<file path="config.mk">
export PLATFORM = sky130hd
export DESIGN_NAME = hr_interval_calc_flat
export DESIGN_NICKNAME = d
export VERILOG_FILES = /design/src/rtl/hr_interval_calc_if.sv /design/src/rtl/hr_interval_calc.sv /design/src/flat_wrapper.sv
export SDC_FILE = /design/constraint.sdc
export NUM_CORES = 1
export LEC_CHECK = 0
export ABC_AREA = 1
export CORE_ASPECT_RATIO = 1.2
export CORE_MARGIN = 1
export CORE_UTILIZATION = 35
export CTS_CLUSTER_DIAMETER = 80
export CTS_CLUSTER_SIZE = 25
export DETAILED_ROUTE_END_ITERATION = 8
export GPL_TIMING_DRIVEN = 0
export HOLD_SLACK_MARGIN = 0.1
export PLACE_DENSITY_LB_ADDON = 0.25
export SKIP_LAST_GASP = 1
export SYNTH_ARGS = -nofsm -noshare
export SYNTH_HDL_FRONTEND = slang
export SYNTH_SLANG_ARGS = --single-unit
</file>
<file path="constraint.sdc">
create_clock -name clk -period 3.8 [get_ports clk]
set_input_delay 0.76 -clock clk [delete_from_list [all_inputs] [get_ports clk]]
set_output_delay 0.76 -clock clk [all_outputs]
set_load 0.01 [all_outputs]
</file>
<file path="src/rtl/hr_interval_calc_if.sv">
// -----------------------------------------------------------------------------
// hr_interval_calc_if
// Beat-in / heart-rate-out bundle of the heart-rate computation stage.
//   i_beat_pulse    : one-cycle pulse per detected heartbeat (peak detector -> stage)
//   o_heart_rate    : averaged BPM, 0 = no lock
//   o_hr_valid      : level, high while the heart rate is locked
//   o_result_valid  : one-cycle pulse when o_heart_rate updates
//   o_timeout       : one-cycle pulse when lock is lost
// Modports: master = beat source / result consumer, slave = hr_interval_calc.
// -----------------------------------------------------------------------------
interface hr_interval_calc_if;
    logic       i_beat_pulse;
    logic [7:0] o_heart_rate;
    logic       o_hr_valid;
    logic       o_result_valid;
    logic       o_timeout;

    modport master (
        output i_beat_pulse,
        input  o_heart_rate, o_hr_valid, o_result_valid, o_timeout
    );

    modport slave (
        input  i_beat_pulse,
        output o_heart_rate, o_hr_valid, o_result_valid, o_timeout
    );
endinterface

</file>
<file path="src/rtl/hr_interval_calc.sv">
// -----------------------------------------------------------------------------
// hr_interval_calc
// Measures the beat-to-beat interval in ms, converts it to BPM with a 16-step
// restoring divider (60000 / interval) and smooths the result with a
// 2^P_AVG_LOG2-deep moving average.
//
// Ports:
//   clk    : system clock
//   rst_n  : asynchronous active-low reset
//   bus    : hr_interval_calc_if.slave (beat pulse in, heart rate / status out)
//
// Optional build macro:
//   HR_OUTLIER_REJECT_EN : reject quotients deviating from the current average
//                          by more than average/4; the third consecutive
//                          reject is accepted and reseeds the history.
//
// Latency: a beat presented in cycle T raises o_result_valid in cycle T+19
// (capture, 16 divide steps, average, output).
// -----------------------------------------------------------------------------
module hr_interval_calc #(
    parameter int P_SYS_CLK         = 50_000_000,
    parameter int P_MIN_INTERVAL_MS = 273,
    parameter int P_MAX_INTERVAL_MS = 2000,
    parameter int P_TIMEOUT_MS      = 3000,
    parameter int P_AVG_LOG2        = 2
) (
    input  logic              clk,
    input  logic              rst_n,
    hr_interval_calc_if.slave bus
);

    localparam int PRE   = P_SYS_CLK / 1000;
    localparam int PRE_W = (PRE > 1) ? $clog2(PRE) : 1;
    localparam int DEPTH = 1 << P_AVG_LOG2;
    localparam int SUM_W = 8 + P_AVG_LOG2;

    localparam logic [PRE_W-1:0] PRE_LAST = PRE_W'(PRE - 1);
    localparam logic [11:0]      MIN_C    = 12'(P_MIN_INTERVAL_MS);
    localparam logic [11:0]      MAX_C    = 12'(P_MAX_INTERVAL_MS);
    localparam logic [11:0]      TO_C     = 12'(P_TIMEOUT_MS);
    localparam logic [15:0]      DIVIDEND = 16'd60000;

    typedef enum logic [2:0] {
        WAIT_FIRST = 3'd0,
        MEASURE    = 3'd1,
        DIV        = 3'd2,
        AVG        = 3'd3,
        OUT        = 3'd4
    } state_t;

    state_t state, state_nxt;

    logic beat;
    assign beat = bus.i_beat_pulse;

    // control strobes from the output decoder
    logic cap_en, step_en, avg_en, out_en, to_evt;

    // -------------------------------------------------------------------------
    // ms prescaler; a beat realigns it so intervals start on a clean ms grid
    // -------------------------------------------------------------------------
    logic [PRE_W-1:0] pre_cnt;
    logic             tick;

    assign tick = (pre_cnt == PRE_LAST);

    always_ff @(posedge clk or negedge rst_n) begin
        if (!rst_n)             pre_cnt <= '0;
        else if (beat || tick)  pre_cnt <= '0;
        else                    pre_cnt <= pre_cnt + 1'b1;
    end

    // -------------------------------------------------------------------------
    // Interval counter. ivl_cap already includes a tick landing in this cycle,
    // so a beat exactly N ms after the previous one captures N, and the
    // timeout check sees the count the moment it reaches the limit.
    // -------------------------------------------------------------------------
    logic [11:0] ivl_cnt, ivl_cap;
    logic        in_range, to_hit;

    assign ivl_cap  = (tick && (ivl_cnt < TO_C)) ? ivl_cnt + 12'd1 : ivl_cnt;
    assign in_range = (ivl_cap >= MIN_C) && (ivl_cap <= MAX_C);
    assign to_hit   = (ivl_cap >= TO_C);

    always_ff @(posedge clk or negedge rst_n) begin
        if (!rst_n)     ivl_cnt <= '0;
        else if (beat)  ivl_cnt <= '0;
        else            ivl_cnt <= ivl_cap;
    end

    // -------------------------------------------------------------------------
    // Restoring divider: dividend shifts out of dvd's MSB while quotient bits
    // shift in at the LSB; after 16 steps dvd holds the quotient.
    // rem < divisor always holds, so 12 bits of remainder are enough.
    // -------------------------------------------------------------------------
    logic [15:0] dvd;
    logic [11:0] rem, dsr, rem_sub;
    logic [12:0] rem_sh;
    logic [3:0]  div_cnt;
    logic        q_bit;

    assign rem_sh  = {rem, dvd[15]};
    assign q_bit   = (rem_sh >= {1'b0, dsr});
    assign rem_sub = rem_sh[11:0] - dsr;

    always_ff @(posedge clk or negedge rst_n) begin
        if (!rst_n) begin
            dvd     <= '0;
            rem     <= '0;
            dsr     <= '0;
            div_cnt <= '0;
        end else if (cap_en) begin
            dvd     <= DIVIDEND;
            rem     <= '0;
            dsr     <= ivl_cap;
            div_cnt <= '0;
        end else if (step_en) begin
            dvd     <= {dvd[14:0], q_bit};
            rem     <= q_bit ? rem_sub : rem_sh[11:0];
            div_cnt <= div_cnt + 4'd1;
        end
    end

    // -------------------------------------------------------------------------
    // Moving average over a circular history; ptr always points at the oldest
    // slot. avg_cur is the average currently on o_heart_rate.
    // -------------------------------------------------------------------------
    logic [DEPTH-1:0][7:0]  hist;
    logic [P_AVG_LOG2-1:0]  ptr;
    logic [SUM_W-1:0]       sum;
    logic                   seeded;
    logic [7:0]             q, avg_cur;
    logic                   reject, reseed;

    assign q       = dvd[7:0];   // quotient is at most 219
    assign avg_cur = sum[SUM_W-1:P_AVG_LOG2];

`ifdef HR_OUTLIER_REJECT_EN
    logic [7:0] dev;
    logic       outlier;
    logic [1:0] rej_cnt;

    assign dev     = (q > avg_cur) ? q - avg_cur : avg_cur - q;
    assign outlier = seeded && (dev > {2'b00, avg_cur[7:2]});
    // third consecutive outlier is taken as a genuine rate change
    assign reject  = outlier && (rej_cnt != 2'd2);
    assign reseed  = !seeded || outlier;

    always_ff @(posedge clk or negedge rst_n) begin
        if (!rst_n)              rej_cnt <= '0;
        else if (to_evt)         rej_cnt <= '0;
        else if (state == AVG)   rej_cnt <= reject ? rej_cnt + 2'd1 : 2'd0;
    end
`else
    assign reject = 1'b0;
    assign reseed = !seeded;
`endif

    always_ff @(posedge clk or negedge rst_n) begin
        if (!rst_n) begin
            hist   <= '0;
            ptr    <= '0;
            sum    <= '0;
            seeded <= 1'b0;
        end else if (to_evt) begin
            hist   <= '0;
            ptr    <= '0;
            sum    <= '0;
            seeded <= 1'b0;
        end else if (avg_en) begin
            seeded <= 1'b1;
            if (reseed) begin
                for (int i = 0; i < DEPTH; i++) hist[i] <= q;
                sum <= {q, {P_AVG_LOG2{1'b0}}};
                ptr <= '0;
            end else begin
                hist[ptr] <= q;
                sum       <= sum - {{P_AVG_LOG2{1'b0}}, hist[ptr]}
                                 + {{P_AVG_LOG2{1'b0}}, q};
                ptr       <= ptr + 1'b1;
            end
        end
    end

    // -------------------------------------------------------------------------
    // FSM: state register
    // -------------------------------------------------------------------------
    always_ff @(posedge clk or negedge rst_n) begin
        if (!rst_n) state <= WAIT_FIRST;
        else        state <= state_nxt;
    end

    // FSM: next state. A beat in MEASURE always wins over a coincident timeout.
    always_comb begin
        state_nxt = state;
        case (state)
            WAIT_FIRST: if (beat) state_nxt = MEASURE;
            MEASURE: begin
                if (beat) begin
                    if (in_range) state_nxt = DIV;
                end else if (to_hit) begin
                    state_nxt = WAIT_FIRST;
                end
            end
            DIV:     if (div_cnt == 4'd15) state_nxt = AVG;
            AVG:     state_nxt = reject ? MEASURE : OUT;
            OUT:     state_nxt = MEASURE;
            default: state_nxt = WAIT_FIRST;
        endcase
    end

    // FSM: output decode. Beats outside MEASURE only restart the counters.
    always_comb begin
        cap_en  = 1'b0;
        step_en = 1'b0;
        avg_en  = 1'b0;
        out_en  = 1'b0;
        to_evt  = 1'b0;
        case (state)
            MEASURE: begin
                cap_en = beat && in_range;
                to_evt = !beat && to_hit;
            end
            DIV:     step_en = 1'b1;
            AVG:     avg_en  = !reject;
            OUT:     out_en  = 1'b1;
            default: ;
        endcase
    end

    // -------------------------------------------------------------------------
    // Registered outputs
    // -------------------------------------------------------------------------
    logic [7:0] heart_rate;
    logic       hr_valid, result_valid, timeout;

    always_ff @(posedge clk or negedge rst_n) begin
        if (!rst_n) begin
            heart_rate   <= '0;
            hr_valid     <= 1'b0;
            result_valid <= 1'b0;
            timeout      <= 1'b0;
        end else begin
            result_valid <= out_en;
            timeout      <= to_evt;
            if (to_evt) begin
                heart_rate <= '0;
                hr_valid   <= 1'b0;
            end else if (out_en) begin
                heart_rate <= avg_cur;
                hr_valid   <= 1'b1;
            end
        end
    end

    assign bus.o_heart_rate   = heart_rate;
    assign bus.o_hr_valid     = hr_valid;
    assign bus.o_result_valid = result_valid;
    assign bus.o_timeout      = timeout;

endmodule

</file>
<file path="src/flat_wrapper.sv">
// flat-port wrapper written by rule: the top's interface ports become plain ports
module hr_interval_calc_flat 
#(
    parameter int P_SYS_CLK         = 50_000_000,
    parameter int P_MIN_INTERVAL_MS = 273,
    parameter int P_MAX_INTERVAL_MS = 2000,
    parameter int P_TIMEOUT_MS      = 3000,
    parameter int P_AVG_LOG2        = 2
)
  (clk, rst_n, bus_i_beat_pulse, bus_o_heart_rate, bus_o_hr_valid, bus_o_result_valid, bus_o_timeout);
  hr_interval_calc_if bus_i ();
  input  logic clk;
  input  logic rst_n;
  input wire logic [$bits(bus_i.i_beat_pulse)-1:0] bus_i_beat_pulse;
  output wire logic [$bits(bus_i.o_heart_rate)-1:0] bus_o_heart_rate;
  output wire logic [$bits(bus_i.o_hr_valid)-1:0] bus_o_hr_valid;
  output wire logic [$bits(bus_i.o_result_valid)-1:0] bus_o_result_valid;
  output wire logic [$bits(bus_i.o_timeout)-1:0] bus_o_timeout;
  assign bus_i.i_beat_pulse = bus_i_beat_pulse;
  assign bus_o_heart_rate = bus_i.o_heart_rate;
  assign bus_o_hr_valid = bus_i.o_hr_valid;
  assign bus_o_result_valid = bus_i.o_result_valid;
  assign bus_o_timeout = bus_i.o_timeout;
  hr_interval_calc #(.P_SYS_CLK(P_SYS_CLK), .P_MIN_INTERVAL_MS(P_MIN_INTERVAL_MS), .P_MAX_INTERVAL_MS(P_MAX_INTERVAL_MS), .P_TIMEOUT_MS(P_TIMEOUT_MS), .P_AVG_LOG2(P_AVG_LOG2)) u_core (.clk(clk), .rst_n(rst_n), .bus(bus_i));
endmodule
</file>
==> summary.md <==
| Metric | Value |
|---|---|
| Main combinational cell family by area after synthesis | simple AND/OR/NAND/NOR gates |
| Synth area leader | dfrtp_1 |
| Multiplexer share of the synthesized area | 0% |
| CP startpoint kind | flip-flop |
| Post-route setup slack | 0.315 ns |
| ANT cells | 0 |
| H-tree levels | 4 |
| Tot Pwr | 0.00328 W |
| Top-count cell post-synth | nand2_1 |
| Final hold viol count | 0 |
| Hpwl dp | 13500 um |
| I/O Buffers | 13 |
| EDFF count, synth | 0 |
| Hold WC Path Type | input pin to asynchronous set/reset pin |
| WL final | 18700 um |
| Worst Tran Pin Value | 0.692 ns |
| Critical path class | flip-flop to flip-flop |
| Critical Path RT | 4.10 ns |
| Layout Nets | 1089 |
| Design area | 8990 um2 |
| Pin count of the biggest net entering global routing | 89 |
| Placed cell areas | 8330 um2 |
| Die area | 23000 um2 |
| Clk buf depth | 2 |
| Complex-gate fraction of the synthesized area | 14.3% |
| Placed cells | 1301 |
| Root buffer cell | clkbuf_16 |
| First-pass detailed-route iteration total | 7 |
| Initial drt markers | 387 |
| Met1 usage | 22.7% |
| Syn Inst Count | 1013 |
| Worst slack, placed | 0.0955 ns |
| Top post-synthesis cells by area | dfrtp_1 42%, nand2_1 9.6%, nor2_1 7.2% |
| Setup Viol. Count Final | 0 |
| Non-Filler Instances | 1335 |
| Pleak | 4.36 nW |
| CTS sink count | 131 |
| Die width | 139 um |
| Routability cong. | 0.844 |
| Area growth, synth to finish | 14.8% |
| Synth Area in Adders | 6.94% |
| Initial Util | 35.8% |
| TritonCTS clock tree | built |
| Worst Path Max Fanout | 11 |
| Met3 GRT Util | 2.97% |
| Vias | 6579 |
| Vias in the first global route | 6476 |
| Worst EP arrival | 3.79 ns |
| Max cap viols | 0 |
| First-pass GRT wire length | 32300 um |
| DRC | 2 |
| GRT busiest layer | met2 |
| Top cells by count, synth | 200 x nand2_1, 150 x nor2_1, 131 x dfrtp_1, 124 x inv_1, 60 x o21ai_0 |
| Cell Area, Synth | 7830 um2 |
| Initial antenna violation count | 0 |
| Hold-fix buffers at CTS | 0 |
| XOR/XNOR Fraction of Synth Area | 2.01% |
| Synth warn | 0 |
| Count of different cell masters after synthesis | 46 |
| Rows | 59 |
| Reg2Reg Launch Point | u_core.ptr[1] |
| Total GRT Usage | 17.5% |
| Crit path time final | 3.48 ns |
| Worst vdd ir | 0.323 mV |
| PwrDens | 365 nW/um2 |
| Top_reg_cell synth | dfrtp_1 |
| R2R Setup Slk | 0.32 ns |
| Remaining Overflow, GRT | 0 |
| Syn avg cell area | 7.73 um2 |
| Wirelength per Cell | 14.0 um |
| Asr flop ratio synth | 100% |
| Synth Area in Simple Gates | 25.5% |
| FF+latch count, synth | 131 |
| Status | finished, violations left |
| Slew Limit Fails | 0 |
| CP endpoint kind | flip-flop |
| Worst reg2reg endpoint | u_core.sum[8] |
| Clk_skew | 0.0151 ns |
| Worst-skew pair later-pin latency | 0.43 ns |
| Met2 Use GR | 29.2% |
| Synth top area share | 41.9% |
| Clk slew on worst S/H paths | 0.06 ns |
| R2R depth | 17 |
| Layout cells sized above 1 | 10.6% |
| Syn nets | 1054 |
| Chip Height | 166 um |
| Antenna viol nets, final | 0 |
| Layout Utilization | 41.1% |
| Tcrit/Tclk final | 91.7% |
| Top Ports | 14 |
| Placeable Area | 21900 um2 |
| TritonCTS Buffers | 17 |
| Fmax achieved | 287 MHz |
| Slew HR | 53.9% |
| Sequential area share after synthesis | 41.9% |
| Via-to-Cell Ratio | 4.93 |
| Failing checks | design-rule violations |
-- registers in the layout (all words and copies together) (netlist names), 2 cells and up --
register and cells:
u_core.hist 32, u_core.dvd 16, u_core.pre_cnt 16, u_core.dsr 12
u_core.ivl_cnt 12, u_core.rem 12, u_core.sum 10, u_core.bus.o_heart_rate 8
u_core.div_cnt 4, u_core.state 3, u_core.ptr 2
-- area by class of cell --
| type | count | area (um2) |
|---|---|---|
| fill | 2248 | 12900 |
| clock buffer | 21 | 460 |
| buffer | 32 | 184 |
| inverter | 147 | 556 |
| sequential | 131 | 3280 |
| timing repair buffer | 16 | 174 |
| multi-input combinational | 703 | 3820 |
| clock inverter | 11 | 175 |
| tap | 274 | 343 |
-- cell usage in the layout (no fill, tap or decap), drive strengths merged, types with 7 or more instances in the layout --
cell type / instances
clkbuf: 40
o211ai: 25
nand3: 59
nand2: 210
buf: 17
dfrtp: 131
clkdlybuf4s50: 12
inv: 144
o22ai: 14
xor2: 11
nor2: 156
clkinv: 7
o21ai: 71
a21oi: 57
xnor2: 7
nand4: 14
ha: 29
nor3: 12
fa: 9
-- worst max-delay path by stage --
stage / from / end / slack (ns) / depth (start not counted)
5_1_grt: u_core.ptr[1] / u_core.sum[8] / -0.008 / 17
2_1_floorplan: u_core.ptr[0] / u_core.sum[8] / 0.68 / 18
3_5_place_dp: u_core.ptr[0] / u_core.sum[8] / 0.1 / 18
4_1_cts: u_core.ptr[0] / u_core.sum[8] / 0.05 / 18
6_report: u_core.ptr[1] / u_core.sum[8] / 0.32 / 17
3_3_place_gp: rst_n / u_core.sum[7] / -3.65 / 1
-- what timing repair did --
item / in CTS / in global routing
hold endpoints to repair: 0 / 0
resized for setup: 0 / 3
endpoints found under the setup margin: 0 / 2
buffers inserted: 0 / 2
-- worst max-delay path, cell delays in order, from the launching register on --
cell and delay [ns]:
dfrtp_1 0.55, clkinv_1 0.32, o21ai_0 0.16, o22ai_1 0.11, fa_1 0.50, inv_1 0.07
fa_1 0.47, nand3_1 0.11, nand3_1 0.11, nand2_1 0.08, nand2_1 0.05, nand2_1 0.07
a21oi_1 0.07, o21ai_0 0.22, a21oi_1 0.09, nand3b_1 0.18, nand3_1 0.10, o21ai_0 0.09
-- layer usage --
layer / part of all wire (%) / vias up
met3: 2.6 / 27
met5: 0 / -
met2: 48 / 101
li1: - / 3348
met4: 1.8 / 0
met1: 48 / 3103
-- stage by stage --
step                      hold WS, ns  setup TNS (ns)
after global routing            0.285        -0.00849
after floorplan                 0.433               0
after CTS                       0.263               0
final                           0.244               0
after detailed placement        0.460               0
after global placement          0.451         -475.93
-- kinds of logic (layout without fill, tap and decap cells) --
logic type	Yosys count	in the layout
and+or+nand+nor	466	466
AOI/OAI and AO/OA	181	181
buffers and inverters	179	227
DFF	131	131
adders and majority gates	38	38
xor gates and xnor gates	18	18
-- report_power, final --
group	switching (W)	leakage (nW)	internal (W)	total (W)
Sequential	0.00000646	1.44	0.00140	0.00141
Clock	0.000645	0.304	0.00114	0.00178
Combinational	0.0000646	2.61	0.0000242	0.0000888
Power figures use the tool's default switching activity.
==> RTL edit 1: new RTL, same settings <==
`P_SYS_CLK` is set to 50_000_000 in 2 places; all go to 200_000_000.
--- a/src/rtl/hr_interval_calc.sv
+++ b/src/rtl/hr_interval_calc.sv
@@ -18,7 +18,7 @@
 // (capture, 16 divide steps, average, output).
 // -----------------------------------------------------------------------------
 module hr_interval_calc #(
-    parameter int P_SYS_CLK         = 50_000_000,
+    parameter int P_SYS_CLK         = 200_000_000,
     parameter int P_MIN_INTERVAL_MS = 273,
     parameter int P_MAX_INTERVAL_MS = 2000,
     parameter int P_TIMEOUT_MS      = 3000,
--- a/src/flat_wrapper.sv
+++ b/src/flat_wrapper.sv
@@ -1,7 +1,7 @@
 // flat-port wrapper written by rule: the top's interface ports become plain ports
 module hr_interval_calc_flat 
 #(
-    parameter int P_SYS_CLK         = 50_000_000,
+    parameter int P_SYS_CLK         = 200_000_000,
     parameter int P_MIN_INTERVAL_MS = 273,
     parameter int P_MAX_INTERVAL_MS = 2000,
     parameter int P_TIMEOUT_MS      = 3000,
Function: same outputs for any inputs over 10 cycles, from zero or initial values and one cycle with rst_n low; that may be too few to reach the edited logic, so the function may still have changed.
==> RTL edit 1 against the original RTL <==
Setup slack better by 3.3 ps. Sequential share of layout area decreased by 0.18 points. Critical path type unchanged. Global-route usage increased by 0.090 points. Sequential cell count up 2. Final cell count rose by 1.8%. Cell area is 2.1% higher. Worst hold slack better by 11 ps. Highest routed layer unchanged. Routed wire length up 2.8%. Synthesized area is 2.0% higher.
Power is not compared: it rests on default switching activity, and its combinational part moved more than twofold at a synthesized area within 25%.
==> RTL edit 1: results (changes against the original RTL) <==
metric,value,unit,change
status,"complete, no violations",,
Post-synth top cells,"207 x nand2_1, 162 x nor2_1, 135 x inv_1",,
Starting DRT DRC Count,344,,-11%
Seq pwr share,39.8,%,
Overall Global Routing Usage,17.57,%,+0.090 points
Final Skew,9.514,ps,-5.630 ps
syn_area_per_cell,7.713,sq um,-0.22%
first-pass GRT wire length,32710,um,+1.4%
relative slew slack,31.64,%,-22 points
syn nets,1077,,+2.2%
Synth Area in Adders,6.796,%,-0.14 points
met2 WL post-DR,9327,um,+4.0%
met2 Usage GRT,29.65,%,+0.41 points
post-synthesis compound-gate area fraction,15.52,%,+1.2 points
HPWL after DPL,13930,um,+3.1%
Worst path slowest cell,fa_1,,
WL final,19180,um,+2.8%
Diodes inserted,0,,unchanged
Post-layout nets,1108,,+1.7%
xor/xnor cell area share of the yosys netlist,2.083,%,+0.069 points
placed insts,1328,,+2.1%
worst hold slack,255.1,ps,+11.08 ps
vias in the first global route,6574,,+1.5%
dpl ws,-102.0,ps,-197.6 ps
cell count of the worst reg-to-reg path,18,,+1
largest fanout on the critical path,10,,-1
Routability Congestion,0.8538,,+1.1%
placed cell area,8488,sq um,+1.9%
drt via density,4.918,,-0.21%
post-cts repair resize count,1,,+1
DRT met1 WL,9050,um,+2.1%
share of layout cells above drive strength 1,10.28,%,-0.28 points
Synth cell types,48,,+4.3%
met1 Usage GRT,22.90,%,+0.20 points
crit-path max cell delay,510,ps,-40 ps
wire per inst,14.12,um,+0.94%
clk_lat worst skew,430,ps,about the same
GR Layer Usage met3,2.974,%,+0.0040 points
Seq. pwr,0.00148,W,
most area-consuming cells after synthesis,"dfrtp_1 42%, nand2_1 9.7%, nor2_1 7.6%",,
Port Buf Inserts,12,,-1
TritonRoute pass-1 iters,5,,-2
largest net degree at the start of global routing,90,,+1.1%
DR WL met3,538,um,+10%
min Tclk post-route,3481,ps,-3.304 ps
Top Registers,"u_core.hist (32), u_core.pre_cnt (18), u_core.dvd (16)",,
post-synthesis sequential area ratio,41.65,%,-0.21 points
YS warnings,0,,unchanged
-- RTL edit 1: cell type report --
type                            instances  area (sq um)
Tap cell                              279         349.1
Inverter                              156         591.8
Timing Repair Buffer                   13         148.9
Fill cell                            2297         13270
Clock inverter                         12         224.0
Buffer                                 31         191.4
Sequential cell                       133          3331
Clock buffer                           20         456.7
Multi-Input combinational cell        715          3882
-- RTL edit 1: final timing paths --
check,from,end
worst max-delay path,u_core.ptr[0]$_DFFE_PN0P_,u_core.sum[7]$_DFFE_PN0P_
worst min-delay path,rst_n,u_core.sum[1]$_DFFE_PN0P_
worst max register to register,u_core.ptr[0]$_DFFE_PN0P_,u_core.sum[7]$_DFFE_PN0P_
worst min register to register,u_core.pre_cnt[0]$_DFF_PN0_,u_core.pre_cnt[0]$_DFF_PN0_
max in group asynchronous,rst_n,u_core.dsr[9]$_DFFE_PN0P_
min in group clk,u_core.pre_cnt[0]$_DFF_PN0_,u_core.pre_cnt[0]$_DFF_PN0_
-- RTL edit 1: cell families (layout without fill, tap and decap cells) --
family	after synthesis	count (layout)
AND/OR/NAND/NOR	458	458
AO/OA/AOI/OAI	200	200
buffers and inverters	188	232
XOR/XNOR	19	19
adder cells (fa/ha/maj)	38	38
flip-flops	133	133
-- RTL edit 1: worst reg2reg max path, stage by stage, from the launching register on --
cell and delay, ps:
dfrtp_2 500, clkbuf_2 220, nor2_1 230, o22ai_1 180, fa_1 510, inv_1 40
ha_1 350, a21oi_1 240, nand2_1 90, nand2_1 80, nand2_1 50, a21oi_1 180
nor2_1 80, o21ai_0 160, nand2_1 80, xor2_1 140, nand2_1 70, nand3_1 90
o21ai_1 70
==> RTL edit 2: new RTL, same flow settings <==
Made on the original files. The 5 states of `state_t` get a Gray code encoding in 3 bits.
--- a/src/rtl/hr_interval_calc.sv
+++ b/src/rtl/hr_interval_calc.sv
@@ -41,11 +41,11 @@
     localparam logic [15:0]      DIVIDEND = 16'd60000;
 
     typedef enum logic [2:0] {
-        WAIT_FIRST = 3'd0,
-        MEASURE    = 3'd1,
-        DIV        = 3'd2,
-        AVG        = 3'd3,
-        OUT        = 3'd4
+        WAIT_FIRST = 3'b000,
+        MEASURE    = 3'b001,
+        DIV        = 3'b011,
+        AVG        = 3'b010,
+        OUT        = 3'b110
     } state_t;
 
     state_t state, state_nxt;
Behaviour: no difference found for any inputs over 10 cycles, from zero or initial values and one cycle with rst_n low; not proved beyond that.
==> RTL edit 2 against the original RTL <==
Highest routed layer unchanged. Cell area decreased by 0.58%. Synthesized cell count down 1.9%. Setup slack gained 19 ps. Critical endpoint is now u_core.sum[9]$_DFFE_PN0P_. Routed wire length fell by 3.3%. Die area fell by 0.81%. Sequential cell count stayed put. Synthesized area fell by 0.81%.
Power is not compared: it rests on default switching activity, and its combinational part moved more than twofold at a synthesized area within 25%.
==> RTL edit 2: results (changes against the original RTL) <==
metric,value,unit,change
status,"complete, no violations",,
drt via density,4.877,,-1.0%
Post-layout nets,1068,,-1.9%
clk slew on worst S/H paths,60,ps,about the same
post-synthesis sequential area ratio,42.21,%,+0.34 points
Overall Global Routing Usage,17.16,%,-0.32 points
Crit path max-delay family,adder cells,,
total leakage power,4.322,nW,
Final Skew,11.72,ps,-3.428 ps
Root Driver,clkbuf_16,,
Synth cell types,41,,-11%
crit-path max cell delay,510,ps,-40 ps
Post-CTS Setup Inserts,0,,unchanged
total CTS buffers,17,,unchanged
filler cell count in the final layout,2227,,-0.93%
CP Launch Point,u_core.ptr[0]$_DFFE_PN0P_,,
Worst-Margin Slew,658.9,ps,-33.13 ps
Top Registers,"u_core.hist (32), u_core.dvd (16), u_core.pre_cnt (16)",,
TritonRoute pass-1 iters,4,,-3
dpl ws,71.86,ps,-23.69 ps
"Top FF cell, synth",dfrtp_1,,
syn nets,1035,,-1.8%
Final Non-Filler Cells,1314,,-1.6%
largest net degree at the start of global routing,73,,-18%
placed cell area,8268,sq um,-0.77%
Worst path slowest cell,dfrtp_2,,
Starting DRT DRC Count,435,,+12%
wire per inst,13.74,um,-1.7%
syn_area_per_cell,7.813,sq um,+1.1%
htree depth,4,,unchanged
Routability Congestion,0.8317,,-1.5%
initial antenna violation count,0,,unchanged
Port Buf Inserts,13,,unchanged
largest fanout on the critical path,11,,unchanged
HPWL after DPL,13150,um,-2.6%
Post-synth top cells,"169 x nor2_1, 168 x nand2_1, 131 x dfrtp_1",,
most area-consuming cells after synthesis,"dfrtp_1 42%, nor2_1 8.2%, nand2_1 8.1%",,
YS warnings,0,,unchanged
vias in the first global route,6088,,-6.0%
share of layout cells above drive strength 1,10.48,%,-0.075 points
first-pass GRT wire length,30390,um,-5.8%
cell count of the worst reg-to-reg path,18,,+1
==> RTL edit 2: changes by cell type after synthesis, moves of 5 or more <==
cell	unedited run	this run
a211oi_1	1	6
nand2_1	200	168
nor2_1	150	169
nor3_1	12	17
o21ai_0	60	48
o21ai_1	4	10
o21ai_2	7	17
xor2_1	11	16
==> RTL edit 2: final timing paths <==
path                                                    end  slack [ps]
min in group clk                u_core.pre_cnt[0]$_DFF_PN0_         460
worst min-delay path              u_core.sum[8]$_DFFE_PN0P_         320
worst max-delay path              u_core.sum[9]$_DFFE_PN0P_         330
max in group asynchronous         u_core.rem[3]$_DFFE_PN0P_        2730
worst max register to register    u_core.sum[9]$_DFFE_PN0P_         330
worst min register to register  u_core.pre_cnt[0]$_DFF_PN0_         460
==> RTL edit 2: worst reg2reg max path, delay by kind of cell (launching register included) <==
kind	cells	cell delay, ps
adder cells (fa/ha/maj)	2	840
XOR/XNOR	1	160
flip-flops	1	510
buffers and inverters	3	530
AO/OA/AOI/OAI	5	640
AND/OR/NAND/NOR	7	670
==> RTL edit 2: logic make-up (layout without fill, tap and decap cells) <==
kind of cell               count (synthesis)  after routing  synth area share [%]
AOI/OAI and AO/OA                        186            186                 14.84
DFF                                      131            131                 42.21
buffers and inverters                    170            216                 8.990
adders and majority gates                 38             38                 6.992
xor gates and xnor gates                  22             22                 2.481
and+or+nand+nor                          447            447                 24.49
==> RTL edit 2: routing by layer <==
metal | up-vias | GRT usage (%) | routed length [um]
li1 | 3278 | - | -
met1 | 3024 | 22.32 | 8585
met2 | 89 | 28.75 | 8768
met3 | 17 | 2.839 | 446
met4 | 0 | 5.583 | 255
met5 | - | 0 | 0
==> RTL edit 2: timing repair <==
item / in CTS / in global routing
endpoints found under the setup margin: 0 / 5
gates resized for setup: 0 / 4
hold buffers: 0 / 0
==> RTL edit 2: area by class of cell <==
| type | instances | area (sq um) | share of cell area (%) |
|---|---|---|---|
| well taps | 274 | 342.8 | 3.836 |
| inverters | 139 | 525.5 | 5.881 |
| repair buffers | 14 | 158.9 | 1.778 |
| multi-input cells | 693 | 3790 | 42.41 |
| clock buffers | 23 | 488.0 | 5.461 |
| plain buffers | 31 | 177.7 | 1.988 |
| flip-flops and latches | 131 | 3279 | 36.70 |
| clock inverters | 9 | 173.9 | 1.946 |
==> RTL edit 2: report_power, final <==
part	switching (W)	internal, W	leakage (nW)	total [W]
clock network	0.000622	0.00123	0.327	0.00185
registers	0.000294	0.00186	1.63	0.00215
logic	0.00232	0.00162	2.37	0.00393
total	0.00323	0.00471	4.32	0.00794
